`config.mk`:
```
export PLATFORM = sky130hd
export DESIGN_NAME = pll_loop_filter_flat
export DESIGN_NICKNAME = d
export VERILOG_FILES = /design/src/rtl/pll_loop_filter_pkg.sv /design/src/rtl/pll_loop_filter_if.sv /design/src/rtl/pll_loop_filter_lock_detect.sv /design/src/rtl/pll_loop_filter.sv /design/src/flat_wrapper.sv
export SDC_FILE = /design/constraint.sdc
export NUM_CORES = 1
export LEC_CHECK = 0
export CORE_UTILIZATION = 55
export DETAILED_ROUTE_END_ITERATION = 10
export PLACE_DENSITY_LB_ADDON = 0.25
export SLEW_MARGIN = 0
export SYNTH_ARGS = -nofsm -noshare
export SYNTH_HDL_FRONTEND = slang
export SYNTH_SLANG_ARGS = --single-unit
```
`constraint.sdc`:
```
create_clock -name clk -period 2.7 [get_ports clk]
set_input_delay 0.54 -clock clk [delete_from_list [all_inputs] [get_ports clk]]
set_output_delay 0.54 -clock clk [all_outputs]
set_load 0.02 [all_outputs]
```
`src/rtl/pll_loop_filter_pkg.sv`:
```
// Shared PLL definitions: loop-filter FSM states and a signed saturating adder
// used by this loop filter and the other PLL stages.
package pll_pkg;

    typedef enum logic [1:0] {
        ACCUM = 2'd0,
        CALC  = 2'd1,
        APPLY = 2'd2
    } lf_state_t;

    // Saturates a+b to the symmetric range +/-(2^(width-1)-1).
    function automatic logic signed [31:0] sat_add(
        input logic signed [31:0] a,
        input logic signed [31:0] b,
        input int                 width
    );
        logic signed [32:0] s;
        logic signed [32:0] lim;
        logic signed [32:0] nlim;
        s    = {a[31], a} + {b[31], b};
        lim  = (33'sd1 <<< (width - 1)) - 33'sd1;
        nlim = -lim;
        if (s > lim) begin
            sat_add = lim[31:0];
        end else if (s < nlim) begin
            sat_add = nlim[31:0];
        end else begin
            sat_add = s[31:0];
        end
    endfunction

endpackage

```
`src/rtl/pll_loop_filter_if.sv`:
```
// Loop-filter bus: PFD pulses, window strobe and hold in; control word and
// status out.
interface pll_loop_filter_if #(
    parameter int CW_W = 10
);
    logic            up;
    logic            down;
    logic            sample;
    logic            hold;
    logic [CW_W-1:0] ctrl_word;
    logic            ctrl_valid;
    logic            sat;
    logic            locked;
    logic            overrun;

    modport master (
        output up, down, sample, hold,
        input  ctrl_word, ctrl_valid, sat, locked, overrun
    );

    modport slave (
        input  up, down, sample, hold,
        output ctrl_word, ctrl_valid, sat, locked, overrun
    );
endinterface

```
`src/rtl/pll_loop_filter_lock_detect.sv`:
```
// Lock detector: counts consecutive in-tolerance window errors on each update
// strobe; locked follows the strobe in the same cycle as ctrl_valid.
module pll_lock_detect #(
    parameter int ERR_W    = 8,
    parameter int LOCK_TOL = 1,
    parameter int LOCK_CNT = 8
) (
    input  logic                    clk,
    input  logic                    rst_n,
    input  logic                    i_update,
    input  logic signed [ERR_W-1:0] i_err_q,
    output logic                    o_locked
);
    localparam int CNT_W = $clog2(LOCK_CNT + 1);

    logic [CNT_W-1:0]        r_cnt;
    logic                    r_locked;
    logic [CNT_W-1:0]        w_cnt_nxt;
    logic signed [ERR_W-1:0] w_abs;
    logic                    w_in_tol;

    always_comb begin
        w_abs     = i_err_q[ERR_W-1] ? -i_err_q : i_err_q;
        w_in_tol  = (w_abs <= ERR_W'(LOCK_TOL));
        w_cnt_nxt = (r_cnt == CNT_W'(LOCK_CNT)) ? r_cnt : r_cnt + CNT_W'(1);
    end

    always_ff @(posedge clk) begin
        if (!rst_n) begin
            r_cnt    <= '0;
            r_locked <= 1'b0;
        end else if (i_update) begin
            if (w_in_tol) begin
                r_cnt    <= w_cnt_nxt;
                r_locked <= (w_cnt_nxt == CNT_W'(LOCK_CNT));
            end else begin
                r_cnt    <= '0;
                r_locked <= 1'b0;
            end
        end
    end

    assign o_locked = r_locked;
endmodule

```
`src/rtl/pll_loop_filter.sv`:
```
// Digital PI loop filter: integrates PFD pulse widths per window and turns each
// window error into a saturated oscillator control word.
//  state | meaning
//  ACCUM | integrating PFD pulses, waiting for sample strobe
//  CALC  | proportional term and integrator update from captured error
//  APPLY | clamp sum into ctrl_word, pulse ctrl_valid, update lock
module pll_loop_filter
    import pll_pkg::*;
#(
    parameter int ERR_W     = 8,
    parameter int CW_W      = 10,
    parameter int KP_SHIFT  = 2,
    parameter int KI_SHIFT  = 0,
    parameter int CW_CENTER = 512,
    parameter int LOCK_TOL  = 1,
    parameter int LOCK_CNT  = 8
) (
    input  logic             clk,
    input  logic             rst_n,
    pll_loop_filter_if.slave lf
);
    localparam int INT_W  = CW_W + 2;
    localparam int CW_MAX = (2 ** CW_W) - 1;

    lf_state_t r_state;
    lf_state_t w_state_nxt;

    logic                    w_capture;
    logic                    w_do_calc;
    logic                    w_do_apply;
    logic                    w_overrun_set;
    logic signed [1:0]       w_contrib;
    logic signed [ERR_W-1:0] r_err_acc;
    logic signed [ERR_W-1:0] r_err_q;
    logic signed [INT_W-1:0] r_integ;
    logic signed [INT_W-1:0] r_prop;
    logic signed [31:0]      w_sum;
    logic [CW_W-1:0]         w_cw_nxt;
    logic                    w_clamp;
    logic [CW_W-1:0]         r_ctrl_word;
    logic                    r_ctrl_valid;
    logic                    r_sat;
    logic                    r_overrun;
    logic                    w_locked;

    always_ff @(posedge clk) begin
        if (!rst_n) begin
            r_state <= ACCUM;
        end else begin
            r_state <= w_state_nxt;
        end
    end

    always_comb begin
        w_state_nxt = r_state;
        case (r_state)
            ACCUM:   if (lf.sample) w_state_nxt = CALC;
            CALC:    w_state_nxt = APPLY;
            APPLY:   w_state_nxt = ACCUM;
            default: w_state_nxt = ACCUM;
        endcase
    end

    always_comb begin
        w_capture     = (r_state == ACCUM) && lf.sample;
        w_do_calc     = (r_state == CALC);
        w_do_apply    = (r_state == APPLY);
        w_overrun_set = (r_state != ACCUM) && lf.sample;
    end

    always_comb begin
        w_contrib = 2'sd0;
        if (lf.up && !lf.down) begin
            w_contrib = 2'sd1;
        end else if (lf.down && !lf.up) begin
            w_contrib = -2'sd1;
        end
    end

    // Pulse in the sample cycle opens the new window rather than closing the old one.
    always_ff @(posedge clk) begin
        if (!rst_n) begin
            r_err_acc <= '0;
            r_err_q   <= '0;
        end else if (w_capture) begin
            r_err_q   <= r_err_acc;
            r_err_acc <= ERR_W'(w_contrib);
        end else begin
            r_err_acc <= ERR_W'(sat_add(32'(r_err_acc), 32'(w_contrib), ERR_W));
        end
    end

    always_ff @(posedge clk) begin
        if (!rst_n) begin
            r_integ <= '0;
            r_prop  <= '0;
        end else if (w_do_calc) begin
            r_prop <= INT_W'(sat_add(32'(r_err_q) <<< KP_SHIFT, 32'sd0, INT_W));
            if (!lf.hold) begin
                r_integ <= INT_W'(sat_add(32'(r_integ), 32'(r_err_q) <<< KI_SHIFT, INT_W));
            end
        end
    end

    always_comb begin
        w_sum    = 32'(CW_CENTER) + 32'(r_integ) + 32'(r_prop);
        w_cw_nxt = w_sum[CW_W-1:0];
        w_clamp  = 1'b0;
        if (w_sum < 32'sd0) begin
            w_cw_nxt = '0;
            w_clamp  = 1'b1;
        end else if (w_sum > 32'(CW_MAX)) begin
            w_cw_nxt = '1;
            w_clamp  = 1'b1;
        end
    end

    always_ff @(posedge clk) begin
        if (!rst_n) begin
            r_ctrl_word  <= CW_W'(CW_CENTER);
            r_ctrl_valid <= 1'b0;
            r_sat        <= 1'b0;
            r_overrun    <= 1'b0;
        end else begin
            r_ctrl_valid <= w_do_apply;
            r_overrun    <= w_overrun_set;
            if (w_do_apply) begin
                r_ctrl_word <= w_cw_nxt;
                r_sat       <= w_clamp;
            end
        end
    end

    pll_lock_detect #(
        .ERR_W    (ERR_W),
        .LOCK_TOL (LOCK_TOL),
        .LOCK_CNT (LOCK_CNT)
    ) u_lock (
        .clk      (clk),
        .rst_n    (rst_n),
        .i_update (w_do_apply),
        .i_err_q  (r_err_q),
        .o_locked (w_locked)
    );

    assign lf.ctrl_word  = r_ctrl_word;
    assign lf.ctrl_valid = r_ctrl_valid;
    assign lf.sat        = r_sat;
    assign lf.locked     = w_locked;
    assign lf.overrun    = r_overrun;
endmodule

```
`src/flat_wrapper.sv`:
```
// flat-port wrapper written by rule: the top's interface ports become plain ports
module pll_loop_filter_flat import pll_pkg::*;
#(
    parameter int ERR_W     = 8,
    parameter int CW_W      = 10,
    parameter int KP_SHIFT  = 2,
    parameter int KI_SHIFT  = 0,
    parameter int CW_CENTER = 512,
    parameter int LOCK_TOL  = 1,
    parameter int LOCK_CNT  = 8
)
  (clk, rst_n, lf_up, lf_down, lf_sample, lf_hold, lf_ctrl_word, lf_ctrl_valid, lf_sat, lf_locked, lf_overrun);
  pll_loop_filter_if #(.CW_W(CW_W)) lf_i ();
  input  logic clk;
  input  logic rst_n;
  input wire logic [$bits(lf_i.up)-1:0] lf_up;
  input wire logic [$bits(lf_i.down)-1:0] lf_down;
  input wire logic [$bits(lf_i.sample)-1:0] lf_sample;
  input wire logic [$bits(lf_i.hold)-1:0] lf_hold;
  output wire logic [$bits(lf_i.ctrl_word)-1:0] lf_ctrl_word;
  output wire logic [$bits(lf_i.ctrl_valid)-1:0] lf_ctrl_valid;
  output wire logic [$bits(lf_i.sat)-1:0] lf_sat;
  output wire logic [$bits(lf_i.locked)-1:0] lf_locked;
  output wire logic [$bits(lf_i.overrun)-1:0] lf_overrun;
  assign lf_i.up = lf_up;
  assign lf_i.down = lf_down;
  assign lf_i.sample = lf_sample;
  assign lf_i.hold = lf_hold;
  assign lf_ctrl_word = lf_i.ctrl_word;
  assign lf_ctrl_valid = lf_i.ctrl_valid;
  assign lf_sat = lf_i.sat;
  assign lf_locked = lf_i.locked;
  assign lf_overrun = lf_i.overrun;
  pll_loop_filter #(.ERR_W(ERR_W), .CW_W(CW_W), .KP_SHIFT(KP_SHIFT), .KI_SHIFT(KI_SHIFT), .CW_CENTER(CW_CENTER), .LOCK_TOL(LOCK_TOL), .LOCK_CNT(LOCK_CNT)) u_core (.clk(clk), .rst_n(rst_n), .lf(lf_i));
endmodule
```
==> Yosys cells after proc, flatten, opt, wreduce, memory -nomap -nowiden <==
Cells that the tools add are included.
{ "op_classes": {"muxes": 19, "bitwise_logic": 1, "reduce_logical": 9, "add_sub_neg": 6, "n_eq_ne": 5, "magnitude_cmp": 9} }
{ "op_table": {"columns": ["cell", "count"], "rows": [
  ["12-bit 2-to-1 mux", 4],
  ["32-bit by 11-bit greater-than comparator with 1-bit output, second input constant", 1],
  ["32-bit by 1-bit < comparator with 1-bit output, second input constant", 1],
  ["8-bit 2-to-1 mux", 4],
  ["10-bit 2-to-1 mux", 2],
  ["13-bit by 12-bit adder with 14-bit output", 1],
  ["11-bit by 12-bit adder with 13-bit output, first input constant", 1],
  ["12-bit by 8-bit adder with 13-bit output", 1],
  ["13-bit by 12-bit greater-than comparator with 1-bit output, second input constant", 1],
  ["13-bit by 12-bit < comparator with 1-bit output, second input constant", 1],
  ["10-bit by 12-bit greater-than comparator with 1-bit output, second input constant", 1],
  ["10-bit by 12-bit < comparator with 1-bit output, second input constant", 1],
  ["8-bit by 2-bit adder with 9-bit output", 1],
  ["9-bit by 8-bit greater-than comparator with 1-bit output, second input constant", 1],
  ["9-bit by 8-bit < comparator with 1-bit output, second input constant", 1],
  ["4-bit == test, second input constant", 2],
  ["8-bit by 2-bit <= comparator with 1-bit output, second input constant", 1],
  ["4-bit 2-to-1 mux", 2],
  ["8-bit negator", 1],
  ["2-bit 2-to-1 mux", 3],
  ["4-bit by 1-bit adder with 4-bit output, second input constant", 1],
  ["1-bit logical AND", 4],
  ["2-bit one-hot mux with 2 select lines", 1],
  ["1-bit 2-to-1 mux", 3],
  ["other kinds (8)", 9]
]} }
{ "word_totals": {"out_inout_bits": 14, "ff_bits": 60} }

==> Longest topological paths before layout <==
Gate-level depths: netlist of the first run.
{ "logic_depth": {"ltp_word": 9, "mapped_depth": 12, "mapped_depth_nobuf": 12} }

==> Cells and area by module <==
Synthesis of the first run repeated with hierarchy kept, for this count alone.
{ "hier_totals": {"cells_unflattened": 493, "area_unflattened_um2": 4083.9} }
{ "by_module_without_submodules": {"columns": ["module", "cells_per_inst", "instances", "area_per_inst_um2", "seq_area_each_um2"], "rows": [
  ["pll_loop_filter", 438, 1, 3629.7, 1021.0],
  ["pll_lock_detect", 55, 1, 454.2, 100.1]
]} }

==> Worst setup path before layout of the first run <==
OpenSTA, ideal clock, no wires.
{ "synth_timing": {"kind": "input port to flip-flop", "start": "input lf_up", "end": "register u_core.r_err_acc[0]", "t_required_ps": 2581, "path_stages": 12, "setup_time_ps": 119, "path_slack_ps": -152, "t_arrival_ps": 2733, "path_cell_list": "inv_1 -> ha_1 -> inv_1 -> ha_1 -> fa_1 -> a211oi_1 -> nor2_1 -> o31a_1 -> a31oi_1 -> o311a_1 -> a21oi_1 -> o221a_2"} }
{ "synth_via": {"elab_chain_cells": 9, "elab_cells_between_ends": 11} }
{ "synth_rtl": {"columns": ["element", "line", "text"], "rows": [
  ["start, declared", "flat_wrapper.sv:16", "input wire logic [$bits(lf_i.up)-1:0] lf_up;"],
  ["1-bit zero test", "pll_loop_filter.sv:75", "end else if (lf.down && !lf.up) begin"],
  ["1-bit logical AND", "pll_loop_filter.sv:75", null],
  ["2-bit 2-to-1 mux", "pll_loop_filter.sv:75", null],
  ["2-bit 2-to-1 mux (*)", "pll_loop_filter.sv:73", "if (lf.up && !lf.down) begin"],
  ["8-bit by 2-bit adder with 9-bit output", "pll_loop_filter_pkg.sv:20", "s = {a[31], a} + {b[31], b};"],
  ["9-bit by 8-bit < comparator with 1-bit output", "pll_loop_filter_pkg.sv:25", "end else if (s < nlim) begin"],
  ["8-bit 2-to-1 mux", "pll_loop_filter_pkg.sv:25", null],
  ["8-bit 2-to-1 mux", "pll_loop_filter_pkg.sv:23", "if (s > lim) begin"],
  ["8-bit 2-to-1 mux (*)", "pll_loop_filter.sv:85", "end else if (w_capture) begin"],
  ["end signal, assigned", "pll_loop_filter.sv:87", "r_err_acc <= ERR_W'(w_contrib);"],
  ["end signal, assigned", "pll_loop_filter.sv:89", "r_err_acc <= ERR_W'(sat_add(32'(r_err_acc), 32'(w_contrib), ERR_W));"],
  ["end, declared", "pll_loop_filter.sv:33", "logic signed [ERR_W-1:0] r_err_acc;"]
]} }
Mark *: on every way between the ends. The rest lies on a longest branch, timed or not.
A chain may end at the register's enable or synchronous reset.

==> Worst setup path in the final report of the first run <==
{ "layout_timing": {"start": "register u_core.r_integ[4]", "end": "register u_core.r_integ[6]"} }
{ "layout_via": {"elab_chain_cells": 4, "elab_cells_between_ends": 5} }
{ "layout_rtl": {"columns": ["element", "line", "text"], "rows": [
  ["start, declared", "pll_loop_filter.sv:35", "logic signed [INT_W-1:0] r_integ;"],
  ["start signal, assigned", "pll_loop_filter.sv:100", "r_integ <= INT_W'(sat_add(32'(r_integ), 32'(r_err_q) <<< KI_SHIFT, INT_W));"],
  ["12-bit by 8-bit adder with 13-bit output (*)", "pll_loop_filter_pkg.sv:20", null],
  ["13-bit by 12-bit < comparator with 1-bit output", "pll_loop_filter_pkg.sv:25", null],
  ["12-bit 2-to-1 mux", "pll_loop_filter_pkg.sv:25", null],
  ["12-bit 2-to-1 mux (*)", "pll_loop_filter_pkg.sv:23", null]
]} }
Marked as above.

==> impl_metrics.json, run 1 <==
{
  "grt-ovfl-total": 0,
  "crit_start": "u_core.r_integ[4]",
  "cts.clk_slew.worst_paths_ns": 0.11,
  "combPwrFrac": 0.336,
  "drive_gt1_frac": 0.312,
  "hold_violations": 0,
  "start_kind": "register",
  "power_frac_clock": 0.257,
  "dp_hpwl_mm": 8.11,
  "grtUsageTotal": 0.294,
  "min_period_ns": 2.80,
  "synth-async-reset-ratio": 0,
  "peakVddDrop_v": 0.000249,
  "r2r-start": "u_core.r_integ[4]",
  "antenna_cells": 0,
  "switching_share": 0.324,
  "vias_per_cell": 6.12,
  "htreeDepth": 2,
  "crit_arrival_ns": 3.02,
  "synth_seq_cells": 56,
  "syn_to_final_growth_pct": 36.9,
  "placement.io_buffers": 19,
  "initial_utilization": 0.581,
  "p_int_w": 0.00153,
  "required_ns": 2.92,
  "cts_hold_buffers": 0,
  "synth-main-ff-cell": "dfxtp_1",
  "synth_compound_area_frac": 0.270,
  "drc_errors": 0,
  "violations": "setup timing",
  "end_kind": "register",
  "drt-total-wl_mm": 11.8,
  "synthAdderAreaFrac": 0.158,
  "p_switching_w": 0.000732,
  "fin_ws_ns": -0.0983,
  "cts_tree": "done",
  "drv_slew": 0,
  "cap_violations": 0,
  "synthMuxAreaShare": 0,
  "rsz0062_at_grt": "yes",
  "drtAntennaViolNets": 0,
  "fp-row-count": 30,
  "maxClockFrequency_mhz": 357,
  "timing.final.crit_share": 1.04,
  "antenna_found_initial": 0,
  "post-route-util": 0.796,
  "cts.sinks": 56,
  "status": "finished with violations",
  "synth-simple-area-share": 0.207,
  "syn_nets": 557,
  "die_area_sq_um": 7650,
  "grt_max_degree": 24,
  "clkLatencyLatePin_ns": 0.32,
  "netlist_area_sq_um": 4020,
  "drtIter0Drc": 195,
  "syn_inst": 503,
  "synth_top_family_by_area": "compound AO/OA/AOI/OAI gates",
  "leakagePower_nw": 2.23,
  "tightest_slew_ns": 0.543,
  "hold_path.class": "register to register",
  "ys_types": 59,
  "nNetsFinal": 652,
  "final.setup_skew_ns": 0.0106,
  "seq_area_frac_synth": 0.279,
  "die_x_um": 87.4,
  "critPathMaxFanout": 6,
  "pin_count": 20,
  "die_y_um": 87.4,
  "grt_first_pass_wirelength_mm": 17.7,
  "grt_pass1_vias": 3967,
  "wire_per_inst_um": 17.0,
  "clockRootBuffer": "clkbuf_8",
  "finalSetupViolations": 6,
  "synth_warnings": 0,
  "avgSynthCellArea_sq_um": 7.98,
  "drtPass1Iterations": 5,
  "crit_type": "register to register",
  "numCtsBuffers": 5,
  "core_sq_um": 6910,
  "cts.path.max_buffers": 2,
  "fin_setup_tns_ns": -0.294,
  "synth-xor-area-share": 0.0414,
  "hold_start": "u_core.r_err_acc[7]",
  "power_density_nw_per_um2": 411,
  "place.gp.congestion": 0.924,
  "synth_edf_count": 0,
  "p_seq_frac": 0.407,
  "slew_headroom": 0.637,
  "vias": 4250
}
-- cells in the mapped netlist (all sizes together), types with 6 or more instances --
cell type,number,area (sq um)
dfxtp,56,1120
nor3,10,50.1
nor2b,6,37.5
ha,46,576
a31oi,6,37.5
a211oi,11,87.6
o211ai,8,60.1
xnor2,6,52.6
inv,22,82.6
xor2,13,114
a311oi,6,52.6
nand2,58,218
a21oi,50,250
o21ai,30,150
nor2,37,139
nand3,18,90.1
or2,7,46.3
clkbuf,17,63.8
-- what timing repair did --
item,in CTS,in global routing
resized for setup,45,54
pin swaps,25,15
setup buffers,2,3
setup endpoints to repair,28,25
-- final timing paths --
kind / to / slack, ns / cells past startpoint
max: u_core.r_integ[6] / -0.1 / 9
min: u_core.r_err_q[7] / 0.47 / 2
max reg2reg: u_core.r_integ[6] / -0.1 / 9
min reg2reg: u_core.r_err_q[7] / 0.47 / 2
-- layout make-up --
type	instances	area, sq um
Clock buffer	5	68.8
Clock inverter	3	46.3
Fill cell	435	1410
Inverter	22	95.1
Multi-Input combinational cell	403	3130
Sequential cell	56	1150
Tap cell	96	120
Timing Repair Buffer	110	888
-- per-stage QoR --
stage               hold WS, ns  power (W)  setup WS, ns  cell area, sq um  std cells
floorplan                 0.429    0.00132       -0.0559              4080        503
global placement          0.437    0.00157        -0.752              4940        682
detailed placement        0.454    0.00159        -0.836              4940        682
CTS                       0.468    0.00218      -0.00250              5220        692
global route              0.491    0.00236        -0.145              5500        695
finish                    0.472    0.00226       -0.0983              5500        695
-- worst max-delay path: stages, from the launching register on --
cell	delay, ns
dfxtp_2	0.36
buf_4	0.16
ha_4	0.25
a21oi_4	0.14
o21bai_2	0.09
or4_4	0.53
and3_4	0.19
or2_4	0.26
a221o_2	0.47
a311oi_1	0.26
-- routing by layer --
metal | wire length [um] | vias to the layer above | GRT usage
li1 | - | 2059 | -
met1 | 4750 | 1983 | 0.340
met2 | 6000 | 163 | 0.536
met3 | 596 | 45 | 0.0455
met4 | 468 | 0 | 0.122
met5 | 0 | - | 0
-- layout by cell type (no fill, tap or decap), types with 4 or more instances in the layout --
master / synthesis / routed
dfxtp_4: 0 / 4
dfxtp_2: 0 / 9
a21oi_1: 50 / 44
ha_4: 0 / 14
xor2_1: 13 / 13
nand3_1: 18 / 15
clkdlybuf4s50_1: 0 / 17
clkbuf_8: 0 / 5
o211ai_1: 8 / 8
buf_6: 1 / 4
or2_2: 6 / 5
nor2b_1: 6 / 6
dfxtp_1: 56 / 43
ha_1: 46 / 29
a211oi_1: 10 / 4
nand2_1: 58 / 56
a311oi_1: 6 / 4
a211oi_2: 1 / 5
buf_4: 0 / 87
a21oi_2: 0 / 4
inv_1: 22 / 20
nor3_1: 10 / 9
o21ai_0: 30 / 25
o31ai_1: 5 / 4
nor3b_1: 4 / 4
xnor2_1: 6 / 6
o21a_1: 5 / 5
nand2b_1: 5 / 5
a31oi_1: 6 / 5
a32oi_1: 5 / 5
nor2_1: 37 / 36
-- power groups by stage --
stage                     logic, W  registers [W]  clock network [W]
after floorplan           0.000389       0.000928                  0
after global placement    0.000639       0.000930                  0
after detailed placement  0.000659       0.000930                  0
after CTS                 0.000687       0.000915           0.000576
after global routing      0.000825       0.000921           0.000614
final                     0.000759       0.000918           0.000581
-- state kept, by name, summed over array words and instances, names as in the netlist, 2 cells and up --
register / flops
u_core.r_prop: 8
u_core.u_lock.r_cnt: 4
u_core.lf.ctrl_word: 10
u_core.r_err_q: 8
u_core.r_integ: 12
u_core.r_err_acc: 8
u_core.r_state: 2
-- logic make-up (layout without fill, tap and decap cells) --
| logic type | Yosys count | after routing |
|---|---|---|
| and+or+nand+nor | 171 | 171 |
| AOI/OAI and AO/OA | 162 | 162 |
| DFF | 56 | 56 |
| adders and majority gates | 50 | 50 |
| buffers and inverters | 44 | 140 |
| xor gates and xnor gates | 19 | 19 |
| other | 1 | 1 |
Note: power is estimated with default switching activity, not from simulation.
==> inputs of run 2 (changes only) <==
--- a/config.mk
+++ b/config.mk
@@ -5,7 +5,7 @@
 export SDC_FILE = /design/constraint.sdc
 export NUM_CORES = 1
 export LEC_CHECK = 0
-export CORE_UTILIZATION = 55
+export CORE_UTILIZATION = 44
 export DETAILED_ROUTE_END_ITERATION = 10
 export PLACE_DENSITY_LB_ADDON = 0.25
 export SLEW_MARGIN = 0
==> run 2 against run 1 <==
Compared with the run above:
- clock power fell by 15%
- utilization fell by 16 points
- hold slack got worse by 0.0054 ns
- largest cell class unchanged
- wire length fell by 4.2%
- critical path depth did not move
- critical path type unchanged
- the flow still finishes with violations (setup timing)
- critical endpoint is now u_core.r_integ[5]
- via count fell by 3.0%
- cell count rose by 1.6%
==> impl_metrics.json, run 2 (synthesis results as in run 1) <==
{
  "crit_type": "register to register",
  "drt-total-wl_mm": 11.3,
  "htreeDepth": 2,
  "stdcell_count": 706,
  "violations": "setup timing",
  "dp.cells": 694,
  "initial_utilization": 0.458,
  "crit_path_max_incr_delay_ns": 0.49,
  "nNetsFinal": 651,
  "drive_gt1_frac": 0.318,
  "die_area_sq_um": 9510,
  "cap_violations": 0,
  "path_delay_family": "compound AO/OA/AOI/OAI gates",
  "clockRootBuffer": "clkbuf_8",
  "grtUsageTotal": 0.231,
  "finalSetupViolations": 6,
  "vias": 4123,
  "drtIter0Drc": 179,
  "numCtsBuffers": 5,
  "peakVddDrop_v": 0.000226,
  "grt_max_degree": 24,
  "pre_cts_slack_ns": -0.856,
  "drv_slew": 0,
  "cts.sinks": 56,
  "critPathBufInv": 1,
  "placement.io_buffers": 19,
  "antenna_cells": 0,
  "cts_tree": "done",
  "hold_violations": 0,
  "place.gp.congestion": 0.889,
  "end_kind": "register",
  "leakagePower_nw": 2.22,
  "slew_headroom": 0.638,
  "post-route-util": 0.635,
  "core_sq_um": 8760,
  "power_density_nw_per_um2": 395,
  "rsz0062_at_grt": "yes",
  "antenna_found_initial": 0,
  "maxClockFrequency_mhz": 361,
  "timing.final.crit_share": 1.03,
  "top_register": "u_core.r_integ",
  "clkLatencyLatePin_ns": 0.33,
  "critPathMaxFanout": 6,
  "grt_pass1_vias": 3967,
  "worst_path_max_delay_cell": "a221o_2",
  "drtPass1Iterations": 4,
  "die_x_um": 97.5,
  "path_cells": "ha_4 -> buf_6 -> a211oi_4 -> nor4_4 -> or4_4 -> and3_4 -> or2_4 -> a221o_2 -> a311oi_2",
  "pin_count": 20,
  "drtAntennaViolNets": 0,
  "largest_register_ffs": 12,
  "drc_errors": 0,
  "fin_setup_tns_ns": -0.286,
  "status": "finished with violations",
  "required_ns": 2.92,
  "wire_per_inst_um": 16.0,
  "cts.clk_slew.worst_paths_ns": 0.12,
  "start_kind": "register",
  "min_period_ns": 2.77,
  "die_y_um": 97.5,
  "final_common_cell": "buf_4",
  "final_cell_mix": "buf_4 (84), nand2_1 (57), a21oi_1 (44)",
  "tightest_slew_ns": 0.540,
  "hold_path.class": "register to register",
  "crit_arrival_ns": 2.99,
  "vias_per_cell": 5.84,
  "fp-row-count": 34,
  "cts_hold_buffers": 0,
  "final.setup_skew_ns": 0.0163,
  "grt-ovfl-total": 0,
  "fin_ws_ns": -0.0735,
  "grt_first_pass_wirelength_mm": 18.3,
  "cts.path.max_buffers": 2,
  "syn_to_final_growth_pct": 38.5,
  "dp_hpwl_mm": 8.37
}
## run 2: cell types whose count changed in the layout (fill, tap and decap cells not counted), moves of 2 or more
cell / previous run / this run
clkinvlp_4: 0 / 2
buf_4: 87 / 84
a311oi_2: 2 / 5
dfxtp_2: 9 / 11
nand3_1: 15 / 17
a2111oi_2: 2 / 0
a311oi_1: 4 / 1
ha_1: 29 / 25
ha_4: 14 / 18
## run 2: final timing paths
path	start	endpoint	slack, ns	cells after the start
min reg2reg	u_core.r_prop[8]	u_core.r_prop[8]	0.47	2
min	u_core.r_prop[8]	u_core.r_prop[8]	0.47	2
max reg2reg	u_core.r_err_q[0]	u_core.r_integ[5]	-0.07	9
max	u_core.r_err_q[0]	u_core.r_integ[5]	-0.07	9
## run 2: timing repair
item,4_1_cts,5_1_grt
setup buffers,4,0
endpoints found under the setup margin,27,25
pin swaps,23,22
resized for setup,57,51
endpoints found under the hold margin,0,0
## run 2: routing by layer
| metal | up-vias | part of all wire | global-route usage |
|---|---|---|---|
| met4 | 0 | 0.017 | 0.0452 |
| met1 | 1986 | 0.45 | 0.290 |
| met5 | - | 0 | 0 |
| met3 | 20 | 0.025 | 0.0345 |
| met2 | 66 | 0.51 | 0.416 |
| li1 | 2051 | - | - |
## run 2: layout make-up
type / count / area [sq um]
clock buffer: 5 / 68.8
clock inverter: 3 / 26.3
fill: 727 / 3200
inverter: 22 / 97.6
multi-input combinational: 403 / 3190
sequential: 56 / 1150
tap: 108 / 135
timing repair buffer: 109 / 897
## run 2: worst min-delay path, cell delays in order, from the launching register on
cell and delay (ns):
dfxtp_2 0.33, nand2_1 0.05, a21oi_1 0.05
## run 2: where the power goes
part           internal [W]  total [W]  switching, W
combinational      0.000386   0.000785      0.000399
clock              0.000190   0.000492      0.000303
sequential         0.000873   0.000919     0.0000463
total               0.00145    0.00220      0.000748
## run 2: stage by stage
stage	hold slack, ns	area [sq um]	power, W
floorplan	0.429	4080	0.00132
global placement	0.440	4960	0.00158
detailed placement	0.454	4960	0.00160
CTS	0.469	5310	0.00213
global route	0.488	5560	0.00231
finish	0.467	5560	0.00220
